File: src/rtl/serial_tx_shifter.sv
// serial_tx_shifter: parallel-to-serial frame transmitter.
// Accepts a WIDTH-bit word over valid/ready and shifts it out MSB first,
// holding each bit for DIV clocks with sframe high, then idles for
// GAP_BITS bit-times before pulsing done.
// Optional build macro: SERIAL_TX_PARITY_EN appends an even-parity bit
// after the LSB (frame becomes WIDTH+1 bits).
module serial_tx_shifter #(
  parameter int WIDTH    = 8,
  parameter int DIV      = 4,
  parameter int GAP_BITS = 1
) (
  input  logic             clk,
  input  logic             rst,
  input  logic [WIDTH-1:0] in_data,
  input  logic             in_valid,
  output logic             in_ready,
  output logic             sdata,
  output logic             sframe,
  output logic             busy,
  output logic             done
);

`ifdef SERIAL_TX_PARITY_EN
  localparam int NBITS = WIDTH + 1;
`else
  localparam int NBITS = WIDTH;
`endif

  // One counter serves both the data-bit index and the gap-bit index, so it
  // is sized for whichever of the two terminal values is larger.
  localparam int CNT_MAX = (NBITS > GAP_BITS) ? (NBITS - 1) : (GAP_BITS - 1);
  localparam int BIT_W   = (CNT_MAX > 0) ? $clog2(CNT_MAX + 1) : 1;
  localparam int DIV_W   = (DIV > 1) ? $clog2(DIV) : 1;

  localparam logic [DIV_W-1:0] DIV_LAST = DIV_W'(DIV - 1);
  localparam logic [BIT_W-1:0] LAST_BIT = BIT_W'(NBITS - 1);
  localparam logic [BIT_W-1:0] LAST_GAP = BIT_W'((GAP_BITS > 0) ? (GAP_BITS - 1) : 0);

  typedef enum logic [1:0] {
    IDLE  = 2'd0,
    SHIFT = 2'd1,
    GAP   = 2'd2
  } state_t;

  state_t             state_q, state_d;
  logic [NBITS-1:0]   shift_q, shift_d;
  logic [DIV_W-1:0]   div_q,   div_d;
  logic [BIT_W-1:0]   bit_q,   bit_d;
  logic               sframe_q, sframe_d;
  logic               done_q,   done_d;
  logic [NBITS-1:0]   load_word;
  logic               div_wrap;

  // The parity bit rides at the bottom of the shift register so it simply
  // follows the LSB out without any extra sequencing.
`ifdef SERIAL_TX_PARITY_EN
  assign load_word = {in_data, ^in_data};
`else
  assign load_word = in_data;
`endif

  assign div_wrap = (div_q == DIV_LAST);

  // State and datapath registers; reset abandons any frame in flight.
  always_ff @(posedge clk or posedge rst) begin
    if (rst) begin
      state_q  <= IDLE;
      shift_q  <= '0;
      div_q    <= '0;
      bit_q    <= '0;
      sframe_q <= 1'b0;
      done_q   <= 1'b0;
    end else begin
      state_q  <= state_d;
      shift_q  <= shift_d;
      div_q    <= div_d;
      bit_q    <= bit_d;
      sframe_q <= sframe_d;
      done_q   <= done_d;
    end
  end

  // Next-state logic: accept in IDLE, pace bits by DIV, then run the gap.
  always_comb begin
    state_d  = state_q;
    shift_d  = shift_q;
    div_d    = div_q;
    bit_d    = bit_q;
    sframe_d = sframe_q;
    done_d   = 1'b0;
    case (state_q)
      IDLE: begin
        sframe_d = 1'b0;
        if (in_valid) begin
          state_d  = SHIFT;
          shift_d  = load_word;
          div_d    = '0;
          bit_d    = '0;
          sframe_d = 1'b1;
        end
      end
      SHIFT: begin
        if (div_wrap) begin
          div_d   = '0;
          // Shifting in zeros leaves the register clear once the last bit
          // has gone, which keeps sdata low in GAP and IDLE.
          shift_d = shift_q << 1;
          if (bit_q == LAST_BIT) begin
            bit_d    = '0;
            sframe_d = 1'b0;
            if (GAP_BITS > 0) begin
              state_d = GAP;
            end else begin
              state_d = IDLE;
              done_d  = 1'b1;
            end
          end else begin
            bit_d = bit_q + 1'b1;
          end
        end else begin
          div_d = div_q + 1'b1;
        end
      end
      GAP: begin
        if (div_wrap) begin
          div_d = '0;
          if (bit_q == LAST_GAP) begin
            bit_d   = '0;
            state_d = IDLE;
            done_d  = 1'b1;
          end else begin
            bit_d = bit_q + 1'b1;
          end
        end else begin
          div_d = div_q + 1'b1;
        end
      end
      default: begin
        state_d  = IDLE;
        shift_d  = '0;
        div_d    = '0;
        bit_d    = '0;
        sframe_d = 1'b0;
      end
    endcase
  end

  assign sdata    = shift_q[NBITS-1];
  assign sframe   = sframe_q;
  assign done     = done_q;
  assign in_ready = (state_q == IDLE);
  assign busy     = (state_q != IDLE);

endmodule

File: config.mk
export PLATFORM = sky130hd
export DESIGN_NAME = serial_tx_shifter
export DESIGN_NICKNAME = d
export VERILOG_FILES = /design/src/rtl/serial_tx_shifter.sv
export SDC_FILE = /design/constraint.sdc
export NUM_CORES = 1
export LEC_CHECK = 0
export CAP_MARGIN = 20
export CELL_PAD_IN_SITES_DETAIL_PLACEMENT = 1
export CELL_PAD_IN_SITES_GLOBAL_PLACEMENT = 2
export CORE_ASPECT_RATIO = 0.75
export CORE_MARGIN = 2
export CORE_UTILIZATION = 31
export DETAILED_ROUTE_END_ITERATION = 10
export GPL_ROUTABILITY_DRIVEN = 0
export PLACE_DENSITY = 0.78
export SKIP_LAST_GASP = 1
export SLEW_MARGIN = 20
export SYNTH_ARGS = -nofsm -noshare
export SYNTH_HDL_FRONTEND = slang
export SYNTH_SLANG_ARGS = --single-unit
File: constraint.sdc
create_clock -name clk -period 1.6 [get_ports clk]
set_input_delay 0.16 -clock clk [delete_from_list [all_inputs] [get_ports clk]]
set_output_delay 0.16 -clock clk [all_outputs]
set_load 0.02 [all_outputs]
Word-level counts from Yosys, hierarchy flattened
Index checks and enable logic that the tools add are counted.

cells by class
  mux-type cells = 25
  equality and inequality tests = 9
  reductions and logical operators = 8
  bitwise gates (word level) = 1
  $add $sub $neg = 2

operators with widths
  cell                                                 count
  case mux 8 bit (3 select lines)                      1
  2-to-1 mux 8 bit                                     2
  2-to-1 mux 3 bit                                     5
  2-to-1 mux 2 bit                                     7
  != test 2 bit, second input constant                 5
  case mux 3 bit (3 select lines)                      1
  AND reduction 3 bit                                  3
  2-to-1 mux 1 bit                                     6
  case mux 2 bit (3 select lines)                      1
  AND reduction 5 bit                                  1
  equality test 2 bit, second input constant           2
  case mux 2 bit (2 select lines)                      1
  adder 3 x 1 -> 3 bit, second input constant          1
  equality test 3 bit, second input constant           1
  zero test 3 bit                                      1
  case mux 1 bit (3 select lines)                      1
  adder 2 x 1 -> 2 bit, second input constant          1
  equality test 2 x 1 -> 1 bit, second input constant  1
  zero test 2 bit                                      1
  nonzero test 2 bit                                   1
  OR reduction 2 bit                                   1
  NOT 1 bit                                            1

word-level totals
  bits in registers = 17
  output and inout port bits = 5
  logic and storage cells = 51
  input port bits = 11

Logic depth before layout (Yosys ltp)
  word-level depth = 4
  mapped depth = 6
  gate-level depth less buffers = 5

Least setup slack after synthesis
No wires, ideal clock.

  path type = register to register
  from = reg state_q[1]
  to = reg shift_q[1]
  arrival = 1.555 ns
  required time = 1.475 ns
  setup time = 0.125 ns
  buffers on the path = 0
  setup slack = -0.080 ns
  period minus slack after synthesis = 1.680 ns
  cell stages (with the launch flop) = 6
  path through = dfrtp_1 -> inv_1 -> ha_1 -> nor2b_4 -> nor3_4 -> mux2_2

on the way
  word-level cells in the longest chain between the ends = 3
  elaborated cells between the ends (all ways) = 8
  classes of those cells = eq/ne: 4; mux: 1; bitwise: 1; reduce/logical: 2

RTL lines
  what                                  line  text
  start: declaration                    45    state_t state_q, state_d;
  start signal: assignment              74    state_q <= state_d;
  zero test 2 bit *                     --
  named net in_ready                    16    output logic in_ready,
  != test 2 bit (no source line)        --
  AND reduction 3 bit (no source line)  --
  end signal: assignment                75    shift_q <= shift_d;
  end: declaration                      46    logic [NBITS-1:0] shift_q, shift_d;

Mark *: on every way through the listed nets, which the timed path passes. The rest lies on a longest branch.
A chain may end at the register's enable or synchronous reset.

Worst setup path in the final report
  from = reg state_q[1]
  to = reg bit_q[0]

on the way
  word-level cells in the longest chain between the ends = 3
  elaborated cells between the ends (all ways) = 8
  classes of those cells = eq/ne: 5; mux: 1; reduce/logical: 2

RTL lines
  what                                                  line  text
  equality test 2 x 1 -> 1 bit (tied with other cells)  91    case (state_q)
  != test 2 bit (no source line)                        --
  AND reduction 3 bit (no source line)                  --
  end signal: assignment                                77    bit_q <= bit_d;
  end: declaration                                      48    logic [BIT_W-1:0] bit_q, bit_d;

Parallel ways exist; a longest one is shown, timed or not.

==> impl_metrics.env <==
export IMPL_outcome="complete, no violations"
export IMPL_area_delta_synth_final_pct=37.56
export IMPL_start_util=0.3340
export IMPL_pwr_density_cell_nw_per_um2=1812
export IMPL_worst_ep_required_time_ps=1770
export IMPL_die_area_sq_um=3756
export IMPL_ir_drop_uv=731.0
export IMPL_critPathKind="register to register"
export IMPL_min_period_ps=1593
export IMPL_fin_skew_ps=2.710
export IMPL_switching_power_uw=986.6
export IMPL_synth_simple_area_share=0.1034
export IMPL_tightest_slew_ps=402.6
export IMPL_clockPowerShare=0.127
export IMPL_setup_worst_path_end_class="register"
export IMPL_pre_cts_ws_ps=-63.56
export IMPL_hold_viol=0
export IMPL_finalMaxSlewViolations=0
export IMPL_synth_compound_gate_area_share=0.2192
export IMPL_drt_pass1_iter_count=4
export IMPL_post_route_period_util=0.9955
export IMPL_multiInputGateArea_sq_um=594.3
export IMPL_synth_top_family_by_area="compound AO/OA/AOI/OAI gates"
export IMPL_ys_flop_type="dfrtp_1"
export IMPL_io_buffers=15
export IMPL_crit_arrival_ps=1760
export IMPL_vias=757
export IMPL_drc=0
export IMPL_synth_cell_types=28
export IMPL_nFillCells=336
export IMPL_wl_per_cell_um=15.99
export IMPL_via_per_inst=4.980
export IMPL_ys_seq_area_frac=0.4187
export IMPL_p_seq_frac=0.277
export IMPL_die_y_um=53.58
export IMPL_synthCells=87
export IMPL_ctsHoldBuffers=0
export IMPL_synthMuxAreaShare=0.09729
export IMPL_regToRegSetupSlack_ps=7
export IMPL_clock_sinks=17
export IMPL_worst_slack_ps=7.252
export IMPL_num_io_pins=16
export IMPL_gr_total_overflow=0
export IMPL_die_x_um=70.11
export IMPL_setup_viol=0
export IMPL_min_delay_path_class="input pin to asynchronous set/reset pin"
export IMPL_combPwrFrac=0.596
export IMPL_clk_pin_slew_worst_paths_ps=70
export IMPL_seqCellArea_sq_um=425.4
export IMPL_switching_share=0.3896
export IMPL_grt_usage=0.1468
export IMPL_antenna_found_initial=0
export IMPL_drt_iter0_drc=8
export IMPL_antennaDiodeCount=0
export IMPL_layout_common_cells="dfrtp_1, clkdlybuf4s50_1, buf_4, inv_1, a22o_1"
export IMPL_slew_headroom=0.7316
export IMPL_p_int_uw=1546
export IMPL_synth_xor_area_frac=0
export IMPL_mostFrequentLayoutCell="dfrtp_1"
export IMPL_wirelength_um=2431
export IMPL_synth_edf_count=0
export IMPL_synth_nets=106
export IMPL_start_kind="register"
export IMPL_synth_avg_cell_area_sq_um=11.68
export IMPL_nets=134
export IMPL_grt_pass1_vias=823
export IMPL_max_freq_mhz=627.8
export IMPL_grt_max_degree=18
export IMPL_yosys_warnings=0
export IMPL_clock_latency_ps=250
export IMPL_clock_path_buffers=2
export IMPL_cts_tree="yes"
export IMPL_cts_buffers=3
export IMPL_grt_pass1_wl_um=4015
export IMPL_hpwl_um=1903
export IMPL_clockRootBuffer="clkbuf_8"
export IMPL_drive_gt1_frac=0.3509
export IMPL_p_leak_uw=0.0006241
export IMPL_rsz0062_at_grt="yes"
export IMPL_synth_fa_ha_area_frac=0.09852
export IMPL_cts_max_level=1
export IMPL_rows=17
export IMPL_core_sq_um=3042
export IMPL_path_max_fanout=8
export IMPL_p_total_uw=2533
export IMPL_ant_nets=0
export IMPL_reg2reg_depth=6
export IMPL_drv_cap=0
export IMPL_syn_area_sq_um=1016
export IMPL_synthArstFlopShare=1.000
export IMPL_synth_seq_cells=17
[logic make-up (layout without fill, tap and decap cells)]
kind of cell / Yosys count / count (layout)
DFF: 17 / 17
muxes: 9 / 9
and+or+nand+nor: 16 / 16
buffers and inverters: 13 / 40
adders and majority gates: 8 / 8
AOI/OAI and AO/OA: 24 / 24
[registers in the layout (all words and copies together), names as in the netlist]
signal   cells
bit_q        3
div_q        2
done         1
sframe       1
shift_q      8
state_q      2
[metal layers]
| layer | vias up | share of wire | global-route usage |
|---|---|---|---|
| met1 | 376 | 0.46 | 0.1644 |
| met2 | 17 | 0.50 | 0.2778 |
| li1 | 362 | - | - |
| met5 | - | 0 | 0 |
| met3 | 2 | 0.036 | 0.04682 |
| met4 | 0 | 0.0033 | 0.03846 |
[critical path: stages, from the launching register on]
cell and delay, ps:
dfrtp_1 370, inv_2 60, ha_2 180, buf_4 150, o21ba_4 230, or3_4 350, o31ai_4 160
[final timing paths]
check	from	endpoint
worst max register to register	state_q[1]	bit_q[0]
worst min-delay path	rst	shift_q[0]
min in group clk	div_q[1]	div_q[1]
worst max-delay path	state_q[1]	bit_q[0]
worst min register to register	div_q[1]	div_q[1]
max in group asynchronous	rst	done
[per-stage QoR]
| step | TNS [ps] | area, sq um | cells | hold WS, ps | utilization |
|---|---|---|---|---|---|
| after CTS | 0 | 1336 | 150 | 223.9 | 0.4393 |
| after floorplan | -36.44 | 1018 | 87 | 86.07 | - |
| after global placement | -21.76 | 1262 | 145 | 467.7 | 0.4151 |
| after detailed placement | -492.0 | 1262 | 145 | 490.2 | 0.4151 |
| after global routing | -125.1 | 1398 | 152 | 256.6 | 0.4595 |
| final | 0 | 1398 | 152 | 218.6 | 0.4595 |
[Yosys cell counts, types with 2 or more instances]
cell      n  area, sq um
nor2_1    2        7.510
a22o_1    7        61.31
ha_1      8        100.1
nand2_1   6        22.52
a21oi_1   2        10.01
dfrtp_1  17        425.4
inv_1    10        37.54
mux2i_1   2        20.02
o21ai_0   5        25.02
nor2b_4   2        27.53
buf_6     2        22.52
o31ai_1   2        15.01
mux2_2    7        78.83
[cell type report]
type,count,area share
flip-flops and latches,17,0.3044
clock buffers,3,0.02954
well taps,38,0.03402
multi-input cells,57,0.4252
clock inverters,1,0.003581
repair buffers,26,0.1764
inverters,10,0.02686
[repair_timing]
item	4_1_cts	5_1_grt
setup buffers	1	2
setup endpoints to repair	14	12
gates resized for setup	9	8
pin swaps	0	2
[power groups by stage]
stage	logic [uW]	registers [uW]	clock network (uW)
final	1510	701	321
after global routing	1650	721	358
after CTS	1400	702	339
after detailed placement	1370	707	0
after global placement	1290	687	0
after floorplan	918	703	0
Note: power is estimated with default switching activity, not from simulation.
